## src/rtl/gray_pkg.sv

```systemverilog
// Shared Gray-code definitions: lock state encoding and a width-agnostic Gray-to-binary decode.
package gray_pkg;

  localparam int unsigned MaxBits = 32;

  typedef enum logic [1:0] {StEmpty, StAcq, StLocked} state_e;

  // Zero-extended input is safe: leading zeros leave the prefix-XOR unchanged.
  function automatic logic [MaxBits-1:0] gray_to_bin(input logic [MaxBits-1:0] g);
    logic [MaxBits-1:0] b;
    b[MaxBits-1] = g[MaxBits-1];
    for (int i = MaxBits - 2; i >= 0; i--) begin
      b[i] = b[i+1] ^ g[i];
    end
    return b;
  endfunction

endpackage

```

## src/rtl/gray_decode_check_if.sv

```systemverilog
// Sample/result bundle between a Gray counter source and the decode checker.
interface gray_decode_check_if #(
  parameter int unsigned CBITS = 11
);

  logic [CBITS-1:0] gray_in;
  logic             valid_in;
  logic [CBITS-1:0] bin_out;
  logic             bin_valid;
  logic             locked;
  logic             wrap;
  logic             err;
  logic [7:0]       err_cnt;

  modport master (
    output gray_in, valid_in,
    input  bin_out, bin_valid, locked, wrap, err, err_cnt
  );

  modport slave (
    input  gray_in, valid_in,
    output bin_out, bin_valid, locked, wrap, err, err_cnt
  );

endinterface

```

## src/rtl/gray2bin.sv

```systemverilog
// Combinational Gray-to-binary converter of parameterised width.
module gray2bin
  import gray_pkg::*;
#(
  parameter int unsigned CBITS = 11
) (
  input  logic [CBITS-1:0] gray,
  output logic [CBITS-1:0] bin
);

  assign bin = CBITS'(gray_to_bin(MaxBits'(gray)));

endmodule

```

## src/rtl/gray_decode_check.sv

```systemverilog
// Decodes Gray count samples and tracks lock on a strictly incrementing sequence.
module gray_decode_check
  import gray_pkg::*;
#(
  parameter int unsigned CBITS  = 11,
  parameter int unsigned LOCK_N = 4
) (
  input logic                clk,
  input logic                rst,
  gray_decode_check_if.slave bus
);

  logic [CBITS-1:0] decoded;
  logic [CBITS-1:0] prev_q;
  logic [CBITS-1:0] bin_q;
  logic [3:0]       good_q;
  logic [3:0]       good_inc;
  logic [7:0]       err_cnt_q;
  logic             bin_valid_q, locked_q, wrap_q, err_q;
  logic             is_succ, at_max;
  state_e           state_q;

  gray2bin #(
    .CBITS(CBITS)
  ) u_gray2bin (
    .gray(bus.gray_in),
    .bin (decoded)
  );

  assign is_succ  = (decoded == prev_q + CBITS'(1));
  assign at_max   = (prev_q == '1);
  assign good_inc = good_q + 4'd1;

  always_ff @(posedge clk or posedge rst) begin
    if (rst) begin
      state_q     <= StEmpty;
      prev_q      <= '0;
      good_q      <= '0;
      bin_q       <= '0;
      bin_valid_q <= 1'b0;
      locked_q    <= 1'b0;
      wrap_q      <= 1'b0;
      err_q       <= 1'b0;
      err_cnt_q   <= '0;
    end else begin
      bin_valid_q <= bus.valid_in;
      wrap_q      <= 1'b0;
      err_q       <= 1'b0;
      if (bus.valid_in) begin
        bin_q  <= decoded;
        prev_q <= decoded;
        unique case (state_q)
          StEmpty: begin
            good_q  <= '0;
            state_q <= StAcq;
          end
          StAcq: begin
            if (is_succ) begin
              good_q <= good_inc;
              if (good_inc == 4'(LOCK_N)) begin
                state_q  <= StLocked;
                locked_q <= 1'b1;
              end
            end else begin
              good_q <= '0;
            end
          end
          StLocked: begin
            if (is_succ) begin
              // Successor from all-ones can only be zero, so this is the wrap.
              wrap_q <= at_max;
            end else begin
              err_q    <= 1'b1;
              locked_q <= 1'b0;
              good_q   <= '0;
              state_q  <= StAcq;
              if (err_cnt_q != 8'hFF) err_cnt_q <= err_cnt_q + 8'd1;
            end
          end
          default: state_q <= StEmpty;
        endcase
      end
    end
  end

  assign bus.bin_out   = bin_q;
  assign bus.bin_valid = bin_valid_q;
  assign bus.locked    = locked_q;
  assign bus.wrap      = wrap_q;
  assign bus.err       = err_q;
  assign bus.err_cnt   = err_cnt_q;

endmodule
```

## src/flat_wrapper.sv

```systemverilog
// flat-port wrapper written by rule: the top's interface ports become plain ports
module gray_decode_check_flat import gray_pkg::*;
#(
  parameter int unsigned CBITS  = 11,
  parameter int unsigned LOCK_N = 4
)
  (clk, rst, bus_gray_in, bus_valid_in, bus_bin_out, bus_bin_valid, bus_locked, bus_wrap, bus_err, bus_err_cnt);
  gray_decode_check_if #(.CBITS(CBITS)) bus_i ();
  input logic clk;
  input logic rst;
  input wire logic [$bits(bus_i.gray_in)-1:0] bus_gray_in;
  input wire logic [$bits(bus_i.valid_in)-1:0] bus_valid_in;
  output wire logic [$bits(bus_i.bin_out)-1:0] bus_bin_out;
  output wire logic [$bits(bus_i.bin_valid)-1:0] bus_bin_valid;
  output wire logic [$bits(bus_i.locked)-1:0] bus_locked;
  output wire logic [$bits(bus_i.wrap)-1:0] bus_wrap;
  output wire logic [$bits(bus_i.err)-1:0] bus_err;
  output wire logic [$bits(bus_i.err_cnt)-1:0] bus_err_cnt;
  assign bus_i.gray_in = bus_gray_in;
  assign bus_i.valid_in = bus_valid_in;
  assign bus_bin_out = bus_i.bin_out;
  assign bus_bin_valid = bus_i.bin_valid;
  assign bus_locked = bus_i.locked;
  assign bus_wrap = bus_i.wrap;
  assign bus_err = bus_i.err;
  assign bus_err_cnt = bus_i.err_cnt;
  gray_decode_check #(.CBITS(CBITS), .LOCK_N(LOCK_N)) u_core (.clk(clk), .rst(rst), .bus(bus_i));
endmodule
```

## config.mk

```make
export PLATFORM = sky130hd
export DESIGN_NAME = gray_decode_check_flat
export DESIGN_NICKNAME = d
export VERILOG_FILES = /design/src/rtl/gray_pkg.sv /design/src/rtl/gray_decode_check_if.sv /design/src/rtl/gray2bin.sv /design/src/rtl/gray_decode_check.sv /design/src/flat_wrapper.sv
export SDC_FILE = /design/constraint.sdc
export NUM_CORES = 1
export LEC_CHECK = 0
export CAP_MARGIN = 5
export CORE_AREA = 2 2 62 64
export DETAILED_ROUTE_END_ITERATION = 6
export DIE_AREA = 0 0 64 66
export PLACE_DENSITY = 0.82
export SLEW_MARGIN = 20
export SYNTH_ARGS = -nofsm -noshare
export SYNTH_HDL_FRONTEND = slang
export SYNTH_SLANG_ARGS = --single-unit
```

## constraint.sdc

```tcl
create_clock -name clk -period 7.1 [get_ports clk]
set_clock_uncertainty 0.2 [all_clocks]
set_input_delay 1.42 -clock clk [delete_from_list [all_inputs] [get_ports clk]]
set_output_delay 1.42 -clock clk [all_outputs]
set_load 0.05 [all_outputs]
```

==> flow_summary.ini, run 1 <==
[power_and_ir_drop]
p_int_uw = 365
clock_power_share_pct = 16.5
p_switching_uw = 261
netSwitchingFraction_pct = 41.6
power_frac_seq_pct = 35.6
vdd_drop_max_v = 0.000235
p_per_area_mw_per_mm2 = 266
leakage_nw = 1.04
total_power_uw = 626
combPwrFrac_pct = 47.9

[grt]
grt.total_usage_pct = 20.0
first_global_vias = 1428
grt_overflow = 0
grt_max_degree = 30
grt_pass1_wl_mm = 6.47
antenna_found_initial = 0

[layout]
final_layout_size_suffix_gt1_share_pct = 12.2
layout.nets = 240
fill_cells = 280
diodes = 0
fin_area_mm2 = 0.00235
syn2layout_area_growth_pct = 23.7

[floorplanning]
io_pins = 37
rows = 22
start_util_pct = 53.6
die_x_um = 64
coreArea_mm2 = 0.00355
die_h_um = 66
dieArea_mm2 = 0.00422

[placement]
port-buffer-count = 36
dp_hpwl_mm = 2.70
placed_area_mm2 = 0.00230
gp_congestion = 0.871
pre_cts_slack_ns = 2.00

[timing]
fmax_ghz = 0.210
rsz0062_at_grt = false
setup-violations-final = 0
worstMarginPinSlew_ns = 0.964
tns_ns = 0
timing.final.crit_share_pct = 66.9
hold_viol = 0
setup_ws_ns = 2.35
relSlewSlack_pct = 35.5
min_period_ns = 4.75
fin_hold_ws_ns = 0.295
maxSlewViolCount = 0

[clocking]
htreeDepth = 2
cts-resized-gates = 0
numClockSinks = 29
clk_transition_reported_paths_ns = 0.09
clock_latency_ns = 0.34
cts_tree = built
cts_root_buf = clkbuf_4
cts-hold-fix-buffers = 0
cts_made_buffers = 5
clock_path_buffers = 2
postCtsSetupRepairBufs = 0

[job]
cap_violations = 0

[critical_path]
crit_required_ns = 7.12
path_max_fanout = 16
startpoint_type = input port
end_kind = flip-flop
worstPathArrival_ns = 4.78
criticalPathCategory = in -> reg

[routing]
drtPass1Iterations = 4
wire_per_inst_um = 14.1
vias_per_cell = 5.47
vias = 1478
totalWireLength_mm = 3.80
drtIter0Drc = 56
drc_errors = 0
ant_nets = 0

[synthesis]
synth.most_common_cell = dfrtp_1
synth_flop_cell = dfrtp_1
syn_area_mm2 = 0.00190
synth_edf_count = 0
syn_inst = 183
yosysTopAreaCellShare_pct = 38.1
ys_top_cells_by_area = dfrtp_1 (38%), xnor2_1 (7.4%), mux2_2 (5.9%), xor2_1 (5.1%), xnor3_1 (3.6%)
async_flop_share_pct = 100
syn_area_per_cell_um2 = 10.4
ys_ff_latch = 29
yosysSeqAreaShare_pct = 38.1
synth_top_area_cell = dfrtp_1
ys_warn_count = 0
synth_cell_type_count = 44
syn-num-nets = 201
synth_common_cells = dfrtp_1 (29), nand2_1 (17), xnor2_1 (16)

[worst_hold_path]
hold_path_class = reg -> reg

[outcome]
status = finished clean
## critical path, cell delays in order
cell and delay, ns:
clkdlybuf4s50_1 0.60, xor3_2 0.56, xor3_4 0.40, xnor3_1 0.43
mux2i_1 0.23, nor3b_4 0.56, and4bb_1 0.27, mux2_4 0.29
## cell usage in the layout (no fill, tap or decap), types with 2 or more instances in the layout
cell             instances
a21oi_1                  5
nand2b_1                 2
o311ai_1                 2
clkdlybuf4s50_1         36
o22ai_1                  3
xor3_2                   2
and4_1                   3
nand4_1                  3
clkbuf_4                 5
o21ai_1                  2
dfrtp_1                 29
nor2_1                  12
xnor2_1                 16
xor2_1                  11
inv_1                    8
nand2_1                 17
xnor3_1                  3
or2_2                    2
nand3_1                  9
a31oi_1                  2
nor3_1                   6
ha_1                     4
a21boi_0                 2
and3_1                   4
mux2_2                  10
mux2i_1                  4
## cells by family (layout without fill, tap and decap cells)
kind of cell             Yosys count  after routing  share of synthesized area (%)
buffers and inverters             13             52                           3.02
adder cells (fa/ha/maj)            4              4                           2.63
multiplexers                      15             15                           8.81
AND/OR/NAND/NOR                   68             68                           20.1
flip-flops                        29             29                           38.1
AO/OA/AOI/OAI                     21             21                           7.23
XOR/XNOR                          33             33                           20.1
## power by group through the flow
stage / sequential (mW) / clock (mW) / combinational [mW]
6_report: 0.223 / 0.103 / 0.300
5_1_grt: 0.228 / 0.114 / 0.323
4_1_cts: 0.222 / 0.105 / 0.301
3_5_place_dp: 0.225 / 0 / 0.297
3_3_place_gp: 0.224 / 0 / 0.294
2_1_floorplan: 0.288 / 0 / 0.151
## path summary, 6_finish.rpt
kind | slack [ns] | startpoint | endpoint | depth (start not counted)
setup / recovery | 2.35 | bus_gray_in[10] | u_core.bus.err_cnt[7] | 8
hold / removal | 0.29 | u_core.bus.err_cnt[5] | u_core.bus.err_cnt[5] | 1
setup reg to reg | 3.76 | u_core.prev_q[0] | u_core.bus.err_cnt[7] | 9
hold reg to reg | 0.29 | u_core.bus.err_cnt[5] | u_core.bus.err_cnt[5] | 1
max in group asynchronous | 5.03 | rst | u_core.prev_q[9] | 2
min in group asynchronous | 1.26 | rst | u_core.prev_q[1] | 2
## through the flow
step           std cells  utilization [%]
2_1_floorplan        183                -
3_3_place_gp         263             64.8
3_5_place_dp         263             64.8
4_1_cts              270             66.3
5_1_grt              270             66.3
6_report             270             66.3
## registers in the layout, summed over array words and instances (netlist names)
signal / flops
u_core.bus.err_cnt: 8
u_core.bus.wrap: 1
u_core.state_q: 2
u_core.bus.bin_valid: 1
u_core.bus.err: 1
u_core.good_q: 4
u_core.bus.locked: 1
u_core.prev_q: 11
## area by class of cell
type	count	area (um^2)	share of cell area (%)
sequential	29	726	30.8
inverter	9	33.8	1.43
multi-input combinational	141	1120	47.6
tap	48	60.1	2.55
clock buffer	7	55.1	2.34
timing repair buffer	36	360	15.3
## per-layer routing
layer  global-route usage [%]  vias to the layer above  share of wire (%)
met5                        0                        -                  0
met1                     26.2                      704                 47
li1                         -                      730                  -
met4                     10.9                        0                2.2
met3                     4.60                       10                4.0
met2                     30.6                       34                 47
No activity file was read; power rests on OpenSTA's default activity.
==> inputs of run 2 (changes only) <==
CORE_AREA = 2 2 67 69   (was 2 2 62 64)
DIE_AREA = 0 0 69 71   (was 0 0 64 66)
PLACE_DENSITY = 0.75   (was 0.82)
clock period = 3.86 ns   (was 7.1 ns; I/O delays follow)
==> run 2 against run 1 <==
Effect of this change:
- via count rose by 3.5%
- worst setup slack got worse by 2.2 ns
- power increased by 110%
- global-route usage shrank 1.8 points
- combinational power rose by 95%
- flip-flop and latch count unchanged
- clock-buffer cell count did not move
- register-to-register slack lost 3.2 ns
- sequential power rose by 87%
- non-clock buffer count increased by 15
- die area is 16% higher
- hold slack barely moved
- critical path type unchanged
- largest cell class unchanged
- largest power group unchanged
==> flow_summary.ini, run 2 (same netlist as run 1, synthesis figures left out) <==
[power_and_ir_drop]
combPwrFrac_pct = 44.1
clock_power_share_pct = 24.5
leakage_nw = 1.14
p_switching_uw = 506
p_per_area_mw_per_mm2 = 523
vdd_drop_max_v = 0.000481
p_int_uw = 820
power_frac_seq_pct = 31.4
netSwitchingFraction_pct = 38.2

[timing]
tns_ns = 0
fin_hold_ws_ns = 0.295
rsz0062_at_grt = false
relSlewSlack_pct = 63.9
worstMarginPinSlew_ns = 0.533
maxSlewViolCount = 0
fmax_ghz = 0.271
hold_viol = 0
min_period_ns = 3.69
setup-violations-final = 0
timing.final.crit_share_pct = 95.5

[layout]
largest_register_ffs = 11
layout.nets = 255
diodes = 0
final_cell_mix = clkdlybuf4s50_1 (36), dfrtp_1 (29), nand2_1 (17)
final_cells = 290
layout_commonest_cell = clkdlybuf4s50_1
multiInputGateArea_mm2 = 0.00112
final_layout_size_suffix_gt1_share_pct = 17.6
regArea_um2 = 726
fill_cells = 369
syn2layout_area_growth_pct = 33.1
top_register = u_core.prev_q

[clocking]
clk_transition_reported_paths_ns = 0.06
cts-resized-gates = 0
numClockSinks = 29
cts-hold-fix-buffers = 0
htreeDepth = 2
clock_path_buffers = 2
postCtsSetupRepairBufs = 0
cts_made_buffers = 5
clock_latency_ns = 0.28
cts_tree = built
cts_root_buf = clkbuf_8

[critical_path]
crit_family = XOR/XNOR gates
path_max_fanout = 8
path_buf_inv = 2
r2r_start = u_core.prev_q[0]
cp_slowest_cell = clkdlybuf4s50_1
crit_required_ns = 3.83
cp_cell_sequence = clkdlybuf4s50_1, xor3_2, xnor3_1, or4_1, mux2i_1, o311ai_1, nor3b_4, buf_4, nand3_1, a31o_1
worstPathArrival_ns = 3.66
rr_worst_depth = 9
reg2reg_slack_ns = 0.57
startpoint_type = input port
r2r-end = u_core.bus.err_cnt[6]
criticalPathCategory = in -> reg
end_kind = flip-flop
slowest_delay_ns = 0.48

[worst_hold_path]
min_to = u_core.bus.err_cnt[5]
min-delay-start = u_core.bus.err_cnt[5]
hold_path_class = reg -> reg
holdPathStages = 1

[floorplanning]
die_h_um = 71
rows = 24
start_util_pct = 45.3
dieArea_mm2 = 0.00490
io_pins = 37
coreArea_mm2 = 0.00420
die_x_um = 69

[routing]
ant_nets = 0
drc_errors = 0
vias = 1529
wire_per_inst_um = 14.1
vias_per_cell = 5.27
drtPass1Iterations = 4
drtIter0Drc = 122
totalWireLength_mm = 4.09

[placement]
post-place-cells = 282
port-buffer-count = 36
dp_hpwl_mm = 3.06
gp_congestion = 0.788

[grt]
grt.total_usage_pct = 18.2
grt_max_degree = 30
grt_overflow = 0
grt_pass1_wl_mm = 7.09
antenna_found_initial = 0
first_global_vias = 1471

[job]
cap_violations = 0

[outcome]
status = finished clean
-- run 2: changes by cell type in the layout (fill, tap and decap cells not counted) --
| cell | delta |
|---|---|
| buf_4 | +15 |
| inv_1 | +1 |
| clkbuf_4 | -5 |
| clkbuf_8 | +5 |
| bufinv_16 | +1 |
| inv_2 | -1 |
-- run 2: metal layers --
metal	track usage [%]	vias up	share of wire [%]
met5	0	-	0
met4	7.19	0	1.4
met3	4.13	7	4.5
met2	29.1	33	48
met1	24.1	731	47
li1	-	758	-
-- run 2: area by class of cell --
class,count,area share [%]
Tap cell,52,2.57
Clock inverter,1,1.19
Sequential cell,29,28.6
Multi-Input combinational cell,141,44.2
Timing Repair Buffer,51,18.7
Inverter,9,1.33
Clock buffer,7,3.41
-- run 2: how the worst max path moves through the flow --
stage                               from               endpoint  slack (ns)  cells past startpoint
after floorplan           bus_gray_in[5]  u_core.bus.err_cnt[7]        0.46                      8
after global placement    bus_gray_in[5]  u_core.bus.err_cnt[7]       -0.07                      9
after detailed placement  bus_gray_in[5]  u_core.bus.err_cnt[7]       -0.11                      9
after CTS                 bus_gray_in[5]  u_core.bus.err_cnt[7]        0.18                      9
after global routing      bus_gray_in[5]       u_core.good_q[2]        0.05                     10
final                     bus_gray_in[5]      u_core.state_q[0]        0.17                     10
-- run 2: power groups by stage --
| stage | clock network [mW] | registers [mW] | logic, mW |
|---|---|---|---|
| 2_1_floorplan | 0 | 0.530 | 0.278 |
| 3_3_place_gp | 0 | 0.416 | 0.567 |
| 3_5_place_dp | 0 | 0.417 | 0.581 |
| 4_1_cts | 0.334 | 0.414 | 0.587 |
| 5_1_grt | 0.343 | 0.424 | 0.623 |
| 6_report | 0.325 | 0.416 | 0.584 |
-- run 2: per-stage QoR --
| step | utilization, % | worst slack [ns] | power (mW) | cell area, um^2 |
|---|---|---|---|---|
| 6_report | 60.3 | 0.175 | 1.33 | 2530 |
| 5_1_grt | 60.3 | 0.0463 | 1.39 | 2530 |
| 4_1_cts | 60.3 | 0.179 | 1.34 | 2530 |
| 3_5_place_dp | 57.5 | -0.111 | 0.997 | 2420 |
| 3_3_place_gp | 57.5 | -0.0671 | 0.982 | 2420 |
| 2_1_floorplan | - | 0.460 | 0.808 | 1900 |
